$ cat src/rtl/mem_port_arbiter.sv
// -----------------------------------------------------------------------------
// mem_port_arbiter
//
// Shares one single-port unified memory between the instruction-fetch
// requester and the data (load/store) requester.  One memory transaction is in
// flight at a time: IDLE arbitrates, ISSUE drives the memory strobe for one
// cycle, WAIT covers the memory latency, and the response is delivered as the
// FSM returns to IDLE.  Data wins by default; a saturating counter forces a
// fetch grant after STARVE_MAX consecutive data grants taken while fetch was
// waiting.  A flush during an in-flight fetch suppresses its response while the
// memory cycle itself still runs to completion.
//
// Ports
//   clk1, reset           : clock (rising edge), asynchronous active-high reset
//   if_req/if_addr        : fetch request, held until if_gnt
//   if_gnt                : one-cycle pulse, fetch accepted
//   if_rvalid/if_rdata    : fetch response pulse and held fetched word
//   flush                 : kill the response of an outstanding fetch
//   d_req/d_we/d_addr/d_wdata : data request, held until d_gnt
//   d_gnt                 : one-cycle pulse, data accepted
//   d_rvalid/d_rdata      : load data / store completion pulse, held load word
//   mem_en/mem_we/mem_addr/mem_wdata/mem_rdata : memory port
//   busy                  : FSM is not in IDLE
// All outputs are registered.
// -----------------------------------------------------------------------------
module mem_port_arbiter #(
  parameter int ADDR_W     = 10,
  parameter int DATA_W     = 32,
  parameter int MEM_LAT    = 1,
  parameter int STARVE_MAX = 4
) (
  input  logic              clk1,
  input  logic              reset,
  input  logic              if_req,
  input  logic [ADDR_W-1:0] if_addr,
  output logic              if_gnt,
  output logic              if_rvalid,
  output logic [DATA_W-1:0] if_rdata,
  input  logic              flush,
  input  logic              d_req,
  input  logic              d_we,
  input  logic [ADDR_W-1:0] d_addr,
  input  logic [DATA_W-1:0] d_wdata,
  output logic              d_gnt,
  output logic              d_rvalid,
  output logic [DATA_W-1:0] d_rdata,
  output logic              mem_en,
  output logic              mem_we,
  output logic [ADDR_W-1:0] mem_addr,
  output logic [DATA_W-1:0] mem_wdata,
  input  logic [DATA_W-1:0] mem_rdata,
  output logic              busy
);

  localparam int SC_W  = $clog2(STARVE_MAX + 1);
  // The latency counter is loaded with MEM_LAT-1 so WAIT lasts MEM_LAT cycles.
  localparam int LAT_W = (MEM_LAT > 1) ? $clog2(MEM_LAT) : 1;
  localparam logic [SC_W-1:0]  STARVE_LIM = SC_W'(STARVE_MAX);
  localparam logic [LAT_W-1:0] LAT_LOAD   = LAT_W'(MEM_LAT - 1);

  typedef enum logic [1:0] {
    IDLE  = 2'd0,
    ISSUE = 2'd1,
    WAIT  = 2'd2
  } state_e;

  state_e             state_q, state_d;
  logic [LAT_W-1:0]   lat_q, lat_d;
  logic [SC_W-1:0]    starve_q, starve_d;
  logic               owner_fetch_q, owner_fetch_d;
  logic               kill_q, kill_d;
  logic               if_gnt_q, if_gnt_d;
  logic               d_gnt_q, d_gnt_d;
  logic               if_rvalid_q, if_rvalid_d;
  logic               d_rvalid_q, d_rvalid_d;
  logic [DATA_W-1:0]  if_rdata_q, if_rdata_d;
  logic [DATA_W-1:0]  d_rdata_q, d_rdata_d;
  logic               mem_en_q, mem_en_d;
  logic               mem_we_q, mem_we_d;
  logic [ADDR_W-1:0]  mem_addr_q, mem_addr_d;
  logic [DATA_W-1:0]  mem_wdata_q, mem_wdata_d;
  logic               busy_q, busy_d;

  logic               pick_fetch_s;
  logic               fetch_killed_s;

  // Fetch wins only when alone or when data has starved it for STARVE_MAX grants.
  assign pick_fetch_s   = if_req & (~d_req | (starve_q == STARVE_LIM));
  // A flush in the final WAIT cycle must already suppress the response.
  assign fetch_killed_s = kill_q | flush;

  // Next-state, arbitration and response capture.
  always_comb begin
    state_d       = state_q;
    lat_d         = lat_q;
    starve_d      = starve_q;
    owner_fetch_d = owner_fetch_q;
    kill_d        = kill_q;
    if_gnt_d      = 1'b0;
    d_gnt_d       = 1'b0;
    if_rvalid_d   = 1'b0;
    d_rvalid_d    = 1'b0;
    mem_en_d      = 1'b0;
    if_rdata_d    = if_rdata_q;
    d_rdata_d     = d_rdata_q;
    mem_we_d      = mem_we_q;
    mem_addr_d    = mem_addr_q;
    mem_wdata_d   = mem_wdata_q;

    case (state_q)
      IDLE: begin
        // Starvation bookkeeping only looks at what is pending in IDLE.
        if (!if_req) begin
          starve_d = {SC_W{1'b0}};
        end else if (pick_fetch_s) begin
          starve_d = {SC_W{1'b0}};
        end else if (starve_q != STARVE_LIM) begin
          starve_d = starve_q + SC_W'(1);
        end else begin
          starve_d = starve_q;
        end

        if (if_req || d_req) begin
          state_d  = ISSUE;
          kill_d   = 1'b0;
          mem_en_d = 1'b1;
          if (pick_fetch_s) begin
            owner_fetch_d = 1'b1;
            if_gnt_d      = 1'b1;
            mem_we_d      = 1'b0;
            mem_addr_d    = if_addr;
            mem_wdata_d   = {DATA_W{1'b0}};
          end else begin
            owner_fetch_d = 1'b0;
            d_gnt_d       = 1'b1;
            mem_we_d      = d_we;
            mem_addr_d    = d_addr;
            mem_wdata_d   = d_wdata;
          end
        end else begin
          state_d = IDLE;
        end
      end

      ISSUE: begin
        state_d = WAIT;
        lat_d   = LAT_LOAD;
        if (flush && owner_fetch_q) begin
          kill_d = 1'b1;
        end else begin
          kill_d = kill_q;
        end
      end

      WAIT: begin
        if (flush && owner_fetch_q) begin
          kill_d = 1'b1;
        end else begin
          kill_d = kill_q;
        end

        if (lat_q == {LAT_W{1'b0}}) begin
          state_d = IDLE;
          if (owner_fetch_q) begin
            if (!fetch_killed_s) begin
              if_rvalid_d = 1'b1;
              if_rdata_d  = mem_rdata;
            end else begin
              if_rvalid_d = 1'b0;
            end
          end else begin
            d_rvalid_d = 1'b1;
            if (!mem_we_q) begin
              d_rdata_d = mem_rdata;
            end else begin
              d_rdata_d = d_rdata_q;
            end
          end
        end else begin
          lat_d = lat_q - LAT_W'(1);
        end
      end

      default: begin
        state_d = IDLE;
      end
    endcase

    busy_d = (state_d != IDLE);
  end

  // State and output registers; reset abandons any in-flight transaction.
  always_ff @(posedge clk1 or posedge reset) begin
    if (reset) begin
      state_q       <= IDLE;
      lat_q         <= {LAT_W{1'b0}};
      starve_q      <= {SC_W{1'b0}};
      owner_fetch_q <= 1'b0;
      kill_q        <= 1'b0;
      if_gnt_q      <= 1'b0;
      d_gnt_q       <= 1'b0;
      if_rvalid_q   <= 1'b0;
      d_rvalid_q    <= 1'b0;
      if_rdata_q    <= {DATA_W{1'b0}};
      d_rdata_q     <= {DATA_W{1'b0}};
      mem_en_q      <= 1'b0;
      mem_we_q      <= 1'b0;
      mem_addr_q    <= {ADDR_W{1'b0}};
      mem_wdata_q   <= {DATA_W{1'b0}};
      busy_q        <= 1'b0;
    end else begin
      state_q       <= state_d;
      lat_q         <= lat_d;
      starve_q      <= starve_d;
      owner_fetch_q <= owner_fetch_d;
      kill_q        <= kill_d;
      if_gnt_q      <= if_gnt_d;
      d_gnt_q       <= d_gnt_d;
      if_rvalid_q   <= if_rvalid_d;
      d_rvalid_q    <= d_rvalid_d;
      if_rdata_q    <= if_rdata_d;
      d_rdata_q     <= d_rdata_d;
      mem_en_q      <= mem_en_d;
      mem_we_q      <= mem_we_d;
      mem_addr_q    <= mem_addr_d;
      mem_wdata_q   <= mem_wdata_d;
      busy_q        <= busy_d;
    end
  end

  assign if_gnt    = if_gnt_q;
  assign d_gnt     = d_gnt_q;
  assign if_rvalid = if_rvalid_q;
  assign d_rvalid  = d_rvalid_q;
  assign if_rdata  = if_rdata_q;
  assign d_rdata   = d_rdata_q;
  assign mem_en    = mem_en_q;
  assign mem_we    = mem_we_q;
  assign mem_addr  = mem_addr_q;
  assign mem_wdata = mem_wdata_q;
  assign busy      = busy_q;

endmodule

$ cat config.mk
export PLATFORM = sky130hd
export DESIGN_NAME = mem_port_arbiter
export DESIGN_NICKNAME = d
export VERILOG_FILES = /design/src/rtl/mem_port_arbiter.sv
export SDC_FILE = /design/constraint.sdc
export NUM_CORES = 1
export LEC_CHECK = 0
export ABC_AREA = 1
export CAP_MARGIN = 20
export CORE_MARGIN = 3
export CORE_UTILIZATION = 38
export DETAILED_ROUTE_END_ITERATION = 10
export PLACE_DENSITY = 0.76
export SYNTH_ARGS = -nofsm -noshare
export SYNTH_HDL_FRONTEND = slang
export SYNTH_SLANG_ARGS = --single-unit
$ cat constraint.sdc
create_clock -name clk1 -period 4 [get_ports clk1]
set_clock_uncertainty 0.1 [all_clocks]
set_input_delay 0.6 -clock clk1 [delete_from_list [all_inputs] [get_ports clk1]]
set_output_delay 0.6 -clock clk1 [all_outputs]
set_load 0.03 [all_outputs]
After elaboration in Yosys (flattened, before gate mapping)
Cells that the tools add are included.
Cells by class
  $add $sub $neg: 2
  equal/unequal tests: 7
  muxes and demuxes: 29
  bitwise logic cells: 8
  reductions and logical operators: 12
Operator list (number)
  $mux 32: 1
  $mux 1: 20
  $mux 10: 1
  $mux 3: 3
  $reduce_and 4->1: 2
  $pmux 2 s3: 1
  $reduce_bool 2->1: 3
  $not 1->1: 5
  $pmux 1 s2: 2
  $reduce_and 2->1: 2
  $add 3x1->3 const B: 1
  $eq 3x3->1 const B: 1
  $ne 3x1->1 const B: 1
  $ne 3x3->1 const B: 1
  $reduce_and 3->1: 1
  $eq 2x1->1 const B: 1
  $eq 2x2->1 const B: 1
  $logic_not 2->1: 1
  $mux 2: 1
  $ne 2x1->1 const B: 1
  $ne 2x2->1 const B: 1
  $or 1x1->1: 2
  $reduce_or 2->1: 1
  $and 1x1->1: 1
  3 further kinds: 3
Storage, ports and cells
  register bits after elaboration: 121
  bits of input ports: 90

Longest topological paths before layout
Gate-level depths: netlist of run 1.
  depth after elaboration: 6
  mapped depth: 10

Least setup slack after synthesis of run 1
OpenSTA, ideal clock, no wires.
  path type: in2reg
  start point: input port if_req
  end point: register mem_wdata_q[0], in the netlist mem_wdata[0]
  library setup time: 117 ps
  data arrival time: 1285 ps
  data required time: 3783 ps
  slack: 2499 ps
  stages: 8
  cells stage by stage: buf_4 > nor2_1 > nor2_2 > nand2_2 > inv_4 > buf_8 > nand2_2 > nand2_1
On the way
  longest elaborated chain between the ends: 2
  elaborated cells on any way between the ends: 4
  classes of those cells: mux: 1; bitwise: 1; reduce/logical: 2
Ends and longest elaborated chain
  start: declaration: RTL line 34  | input logic if_req,
  $and 1x1->1 / $logic_or 1x1->1 (equally long branches): RTL line 88, 123
  $mux 32 / $reduce_and 2->1 (equally long branches)
  end signal: assignment: RTL line 209  | mem_wdata_q <= {DATA_W{1'b0}};
  end signal: assignment: RTL line 226  | mem_wdata_q <= mem_wdata_d;
  end: declaration: RTL line 81  | logic [DATA_W-1:0] mem_wdata_q, mem_wdata_d;
Parallel ways exist; a longest one is shown, timed or not.
A chain may end at the register's enable or synchronous reset.

Worst setup path after layout of run 1
  start point: input port if_req
  end point: register mem_wdata_q[15], in the netlist mem_wdata[15]
The elaborated chain is that of the path after synthesis.

==> results of run 1 <==
==> placed cells by master, fill, tap and decap left out, types with 2 or more instances in the layout <==
| cell type | instances |
|---|---|
| inv_4 | 2 |
| clkbuf_1 | 3 |
| ha_1 | 6 |
| clkinv_2 | 3 |
| a21oi_1 | 2 |
| dfrtp_1 | 120 |
| nor2_1 | 5 |
| clkbuf_8 | 3 |
| nand2_2 | 11 |
| buf_4 | 4 |
| inv_1 | 61 |
| nand4_1 | 2 |
| clkdlybuf4s50_1 | 202 |
| nand3_1 | 22 |
| bufinv_16 | 3 |
| o21ai_0 | 66 |
| clkbuf_16 | 17 |
| nand2_1 | 194 |
| clkinvlp_4 | 2 |
==> worst max-delay path by stage <==
| stage | from | to | slack, ps | depth (start not counted) |
|---|---|---|---|---|
| 4_1_cts | if_req | mem_wdata[13]$_DFFE_PP0P_ | 1610 | 7 |
| 3_5_place_dp | if_req | mem_wdata[13]$_DFFE_PP0P_ | 1180 | 7 |
| 3_3_place_gp | if_req | mem_wdata[10]$_DFFE_PP0P_ | 1350 | 7 |
| 6_report | if_req | mem_wdata[15]$_DFFE_PP0P_ | 1550 | 7 |
| 5_1_grt | if_req | mem_wdata[18]$_DFFE_PP0P_ | 1390 | 7 |
| 2_1_floorplan | reset | busy$_DFF_PP0_ | 110 | 1 |
==> final cells by class <==
cell class | count | share of cell area (%)
sequential | 120 | 40.0
timing repair buffer | 206 | 27.3
multi-input combinational | 314 | 18.7
clock buffer | 23 | 6.36
inverter | 63 | 3.21
tap | 168 | 2.80
clock inverter | 8 | 1.60
==> cells in the mapped netlist, types with 2 or more instances <==
cell type / count / area share (%)
a21oi_1: 2 / 0.21
buf_2: 16 / 1.7
buf_6: 2 / 0.47
clkbuf_1: 6 / 0.47
dfrtp_1: 120 / 63
ha_1: 6 / 1.6
inv_1: 62 / 4.9
nand2_1: 195 / 15
nand2_2: 10 / 1.3
nand3_1: 23 / 2.4
nand4_1: 2 / 0.26
nor2_1: 5 / 0.39
o21ai_0: 66 / 6.9
==> registers in the layout (all words and copies together) (netlist names) <==
signal and cells:
mem_addr 10, d_rdata 32, if_rvalid 1, state_q 2, mem_we 1, if_gnt 1, if_rdata 32, mem_en 1
d_rvalid 1, mem_wdata 32, owner_fetch_q 1, busy 1, starve_q 3, kill_q 1, d_gnt 1
==> kinds of logic (layout without fill, tap and decap cells) <==
group | count (synthesis) | in the layout
XOR/XNOR | 1 | 1
AND/OR/NAND/NOR | 237 | 237
flip-flops | 120 | 120
adder cells (fa/ha/maj) | 6 | 6
AO/OA/AOI/OAI | 70 | 70
buffers and inverters | 89 | 300
==> per-layer routing <==
metal / GRT usage, % / up-vias
li1: - / 1997
met1: 22.8 / 1903
met2: 30.4 / 123
met3: 6.03 / 17
met4: 7.77 / 0
met5: 0 / -
==> where the power goes <==
part | internal, W | total (W) | switching, W
combinational | 0.00118 | 0.00301 | 0.00183
sequential | 0.00174 | 0.00203 | 0.000292
clock | 0.00102 | 0.00153 | 0.000507
total | 0.00394 | 0.00657 | 0.00262
==> worst register-to-register path, stage by stage (launching register included) <==
cell and delay [ps]:
dfrtp_1 400, inv_1 90, ha_1 410, inv_1 100
nor2_2 400, nand2_2 130, inv_4 330, nand2_1 120
nand2_1 80
==> through the flow <==
step / util (%) / total power (W) / cells
CTS: 61.8 / 0.00663 / 902
detailed placement: 56.9 / 0.00507 / 871
floorplan: - / 0.00375 / 523
finish: 61.8 / 0.00657 / 902
global route: 61.8 / 0.00692 / 902
global placement: 56.9 / 0.00499 / 871
==> metrics, run 1 <==
status=finished clean; initial antenna violation count=0; final WL=roughly 13000 um; Vias/cell=4.48; final worst slack=around 1500 ps; post-DR wirelength/cell=about 14 um; Clock transition at path regs=50 ps; Synth Warn #=0; first-pass GRT wire length=between 20000 and 25000 um; Inserted Diodes=0; syn avg cell area=between 9 and 10 sq um; Req. time, crit path=between 4000 and 5000 ps; largest family of logic cells by synthesized area=simple AND/OR/NAND/NOR gates; post-synthesis adder-cell area fraction=1.57%; initial DRC count=~280; Buffers & Inverters on Critical Path=2; total grt overflow=0; routed wl met3=around 740 um; sum of negative setup slack=0 ps; hold slack=between 300 and 400 ps; row count=40; async set-reset flop share out of synthesis=100%; share of layout cells above drive strength 1=6.68%; CP Capture Type=flip-flop; RePlAce Congestion=approximately 0.78; CP max stage delay=a little under 900 ps; via count=between 4000 and 5000; Setup Viol. Count Final=0; syn nets=between 600 and 700; Post-synth top flop=dfrtp_1; register area=around 3000 sq um; CTS tree=built; Pleak=about 3.7 nW; reg2reg end=mem_wdata[15]$_DFFE_PP0P_; simple-gate share of the synthesized area=approximately a fifth; vias in the first global route=4117; Max Slew Vio Count=0; die width=about 120 um; Final nets=around 800; GRT Total Usage=a little under a fifth; max_cap viols=0; met2 routed WL=roughly 6300 um; worst-skew pair later-pin latency=about 400 ps; post-synthesis cell count=523; pwr/cell area=~870 nW/um^2; Min Clock Period, post-route=around 2500 ps; Hold-fix buffers, CTS=0; unrepaired setup endpoints after global routing=false; Cell variety after synth=21; Synth Area in Compound Gates=between 7 and 8%; WHS Path Cells=2; hold path endpoint=mem_wdata[19]$_DFFE_PP0P_; Root Buffer=clkbuf_16; Hold Path Class=flip-flop to flip-flop; I/O Pins=about 200; DIE AREA=14000 sq um; HPWL after detailed placement=roughly 9000 um; final hold vios=0; Filler Cell Count=between 1000 and 1500; First-pass DRT Iterations=4; delay-heaviest family, CP=buffers and inverters; Die Ht=about 120 um; CTS buffer count=17; Residual DRC=0; Worst VDD drop=roughly 0.00045 V; setup bufs post-CTS=0; area of the mapped netlist=between 4000 and 5000 sq um; Max Freq=408 MHz; r2r startpoint=state_q[0]$_DFF_PP0_; post-layout instance area=7510 sq um; area occupied by multi-input gates=about 1400 sq um; Crit-path slowest cell=clkdlybuf4s50_1; Seq/Total Area, Yosys=~63%; initial core utilization=around 39%; hold path startpoint=mem_wdata[19]$_DFFE_PP0P_; CTS Sinks=between 100 and 150; DR top layer=met4; clk buf depth=2; CP cell instances=clkdlybuf4s50_1 > nor2_1 > nor2_2 > nand2_2 > inv_4 > nand2_1 > nand2_1; Period Utilization, post-route=approximately three fifths; EDFF count, synth=0; WS Path Type=input port to flip-flop; Core Region=between 10000 and 15000 sq um; xor/xnor share of the synthesized area=less than 1%; maximum number of pins on one net before global-route repair=78; relative slew slack=around a third; mux contribution to synthesized area=0%; post-synthesis register bit count=120; DP Area=just under 7000 sq um; critical path arrival=~2700 ps; post-cts repair resize count=0; Slew @ Worst Pin=1020 ps; worst-path fanout max=34; post-placement setup slack=between 1000 and 1500 ps; H-Tree Depth=4; Buffers on Ports=202; reg2reg path depth=8; synth-to-layout area growth=56.8%; WL met1=around 5500 um; R2R setup slack=around 1800 ps; DRT antenna net count=0; CP Launch Type=input port; CP dominant cell by count=nand2_1
No activity file was read; power rests on OpenSTA's default activity.
==> run 2, diff against run 1 <==
Settings changed: CORE_UTILIZATION 38 to 40.
Clock period 4 ns to 2.4 ns, I/O delays scaled along.
==> metrics, run 2 (synthesis results as in run 1) <==
status=finished clean; GRT Total Usage=between 10% and 20%; CP max stage delay=slightly above 700 ps; worst-path fanout max=3; vias in the first global route=just over 4000; Max Slew Vio Count=0; row count=39; Filler Cell Count=949; initial DRC count=297; via count=4155; Setup Viol. Count Final=0; final WL=roughly 13000 um; CP Capture Type=primary output; CTS tree=built; Worst VDD drop=just under 0.0007 V; Root Buffer=clkbuf_16; commonest non-fill, non-tap cell in the layout=clkdlybuf4s50_1; pwr/cell area=roughly 1400 nW/um^2; HPWL after detailed placement=roughly 9000 um; delay-heaviest family, CP=buffers and inverters; CP cell instances=clkdlybuf4s50_1; max_cap viols=0; final hold vios=0; WS Path Type=flip-flop to primary output; Hold Path Class=flip-flop to flip-flop; post-placement setup slack=around 430 ps; r2r startpoint=state_q[0]$_DFF_PP0_; share of layout cells above drive strength 1=about 7.2%; DIE AREA=~13000 sq um; final total power=around 0.011 W; crit path launch=mem_we$_DFFE_PP0P_; Buffers & Inverters on Critical Path=1; Crit. path cell count=1; CTS buffer count=17; setup bufs post-CTS=0; H-Tree Depth=4; maximum number of pins on one net before global-route repair=~120; Buffers on Ports=about 200; WHS Path Cells=2; worst-skew pair later-pin latency=about 400 ps; Clock transition at path regs=~50 ps; Crit-path slowest cell=clkdlybuf4s50_1; post-layout instance area=roughly 7500 sq um; P_int=about 0.0064 W; area occupied by multi-input gates=roughly 1400 sq um; DRT antenna net count=0; clock share of power=21.4%; initial core utilization=between 40% and 50%; die width=between 100 and 150 um; relative slew slack=about 58%; Inserted Diodes=0; hold path startpoint=mem_addr[0]$_DFFE_PP0P_; clk buf depth=2; register area=~3000 sq um; sum of negative setup slack=0 ps; First-pass DRT Iterations=5; post-cts repair resize count=0; Min Clock Period, post-route=1940 ps; final core occ=between 60 and 70%; R2R setup slack=480 ps; CTS Sinks=120; Hold-fix buffers, CTS=0; commonest cells after routing, fill and taps aside=202 x clkdlybuf4s50_1, 194 x nand2_1, 120 x dfrtp_1; unrepaired setup endpoints after global routing=false; final worst slack=457 ps; synth-to-layout area growth=56.2%; first-pass GRT wire length=19800 um; register share of total power=a little under a third; Pleak=between 3 and 4 nW; DP Area=just under 7000 sq um; initial antenna violation count=0; Req. time, crit path=between 1500 and 2000 ps; CP Launch Type=flip-flop; Residual DRC=0; Core Region=11600 sq um; Final nets=~820; Vias/cell=between 4 and 5; total grt overflow=0; post-DR wirelength/cell=14.2 um; Max Freq=roughly 510 MHz; I/O Pins=approximately 200; Logic pwr share=46.9%; critical path arrival=between 1000 and 1500 ps; Die Ht=about 120 um; RePlAce Congestion=0.801; reg2reg path depth=8; Period Utilization, post-route=approximately four fifths; Sw Pwr=between 0.004 and 0.005 W; Switching Share=40.7%; Slew @ Worst Pin=between 600 and 700 ps
[run 2: cell count changes in the layout (fill, tap and decap cells not counted)]
cell and change:
clkinv_2 +3, bufinv_16 -2, buf_4 +2, clkbuf_1 +1
inv_4 -1, clkinvlp_4 +1, clkbuf_8 -1, buf_12 +2
[run 2: cell type report]
type,instances,share of cell area (%)
clock buffer,23,6.25
clock inverter,9,1.00
inverter,63,3.24
multi-input combinational,314,18.8
sequential,120,40.1
tap,143,2.39
timing repair buffer,210,28.2
[run 2: per-layer routing]
layer	wire length (um)	GRT usage, %	vias up
li1	-	-	2010
met1	5300	24.4	1938
met2	5950	29.9	195
met3	1070	6.01	12
met4	180	6.65	0
met5	0	0	-
[run 2: final timing paths]
check / endpoint
max reg2reg: mem_wdata[29]$_DFFE_PP0P_
min reg2reg: mem_addr[0]$_DFFE_PP0P_
max in group asynchronous: d_rdata[29]$_DFFE_PP0P_
max: mem_we
min in group asynchronous: d_rdata[16]$_DFFE_PP0P_
min: mem_addr[0]$_DFFE_PP0P_
[run 2: per-stage QoR]
stage,hold WS [ps],std cells
3_5_place_dp,364,850
3_3_place_gp,364,850
6_report,375,882
2_1_floorplan,354,523
4_1_cts,378,882
5_1_grt,393,882
[run 2: power by group through the flow]
stage          Sequential, W  Combinational [W]  Clock, W
2_1_floorplan        0.00499            0.00126         0
3_3_place_gp         0.00337            0.00495         0
3_5_place_dp         0.00340            0.00507         0
4_1_cts              0.00339            0.00509   0.00234
5_1_grt              0.00350            0.00541   0.00244
6_report             0.00339            0.00503   0.00230
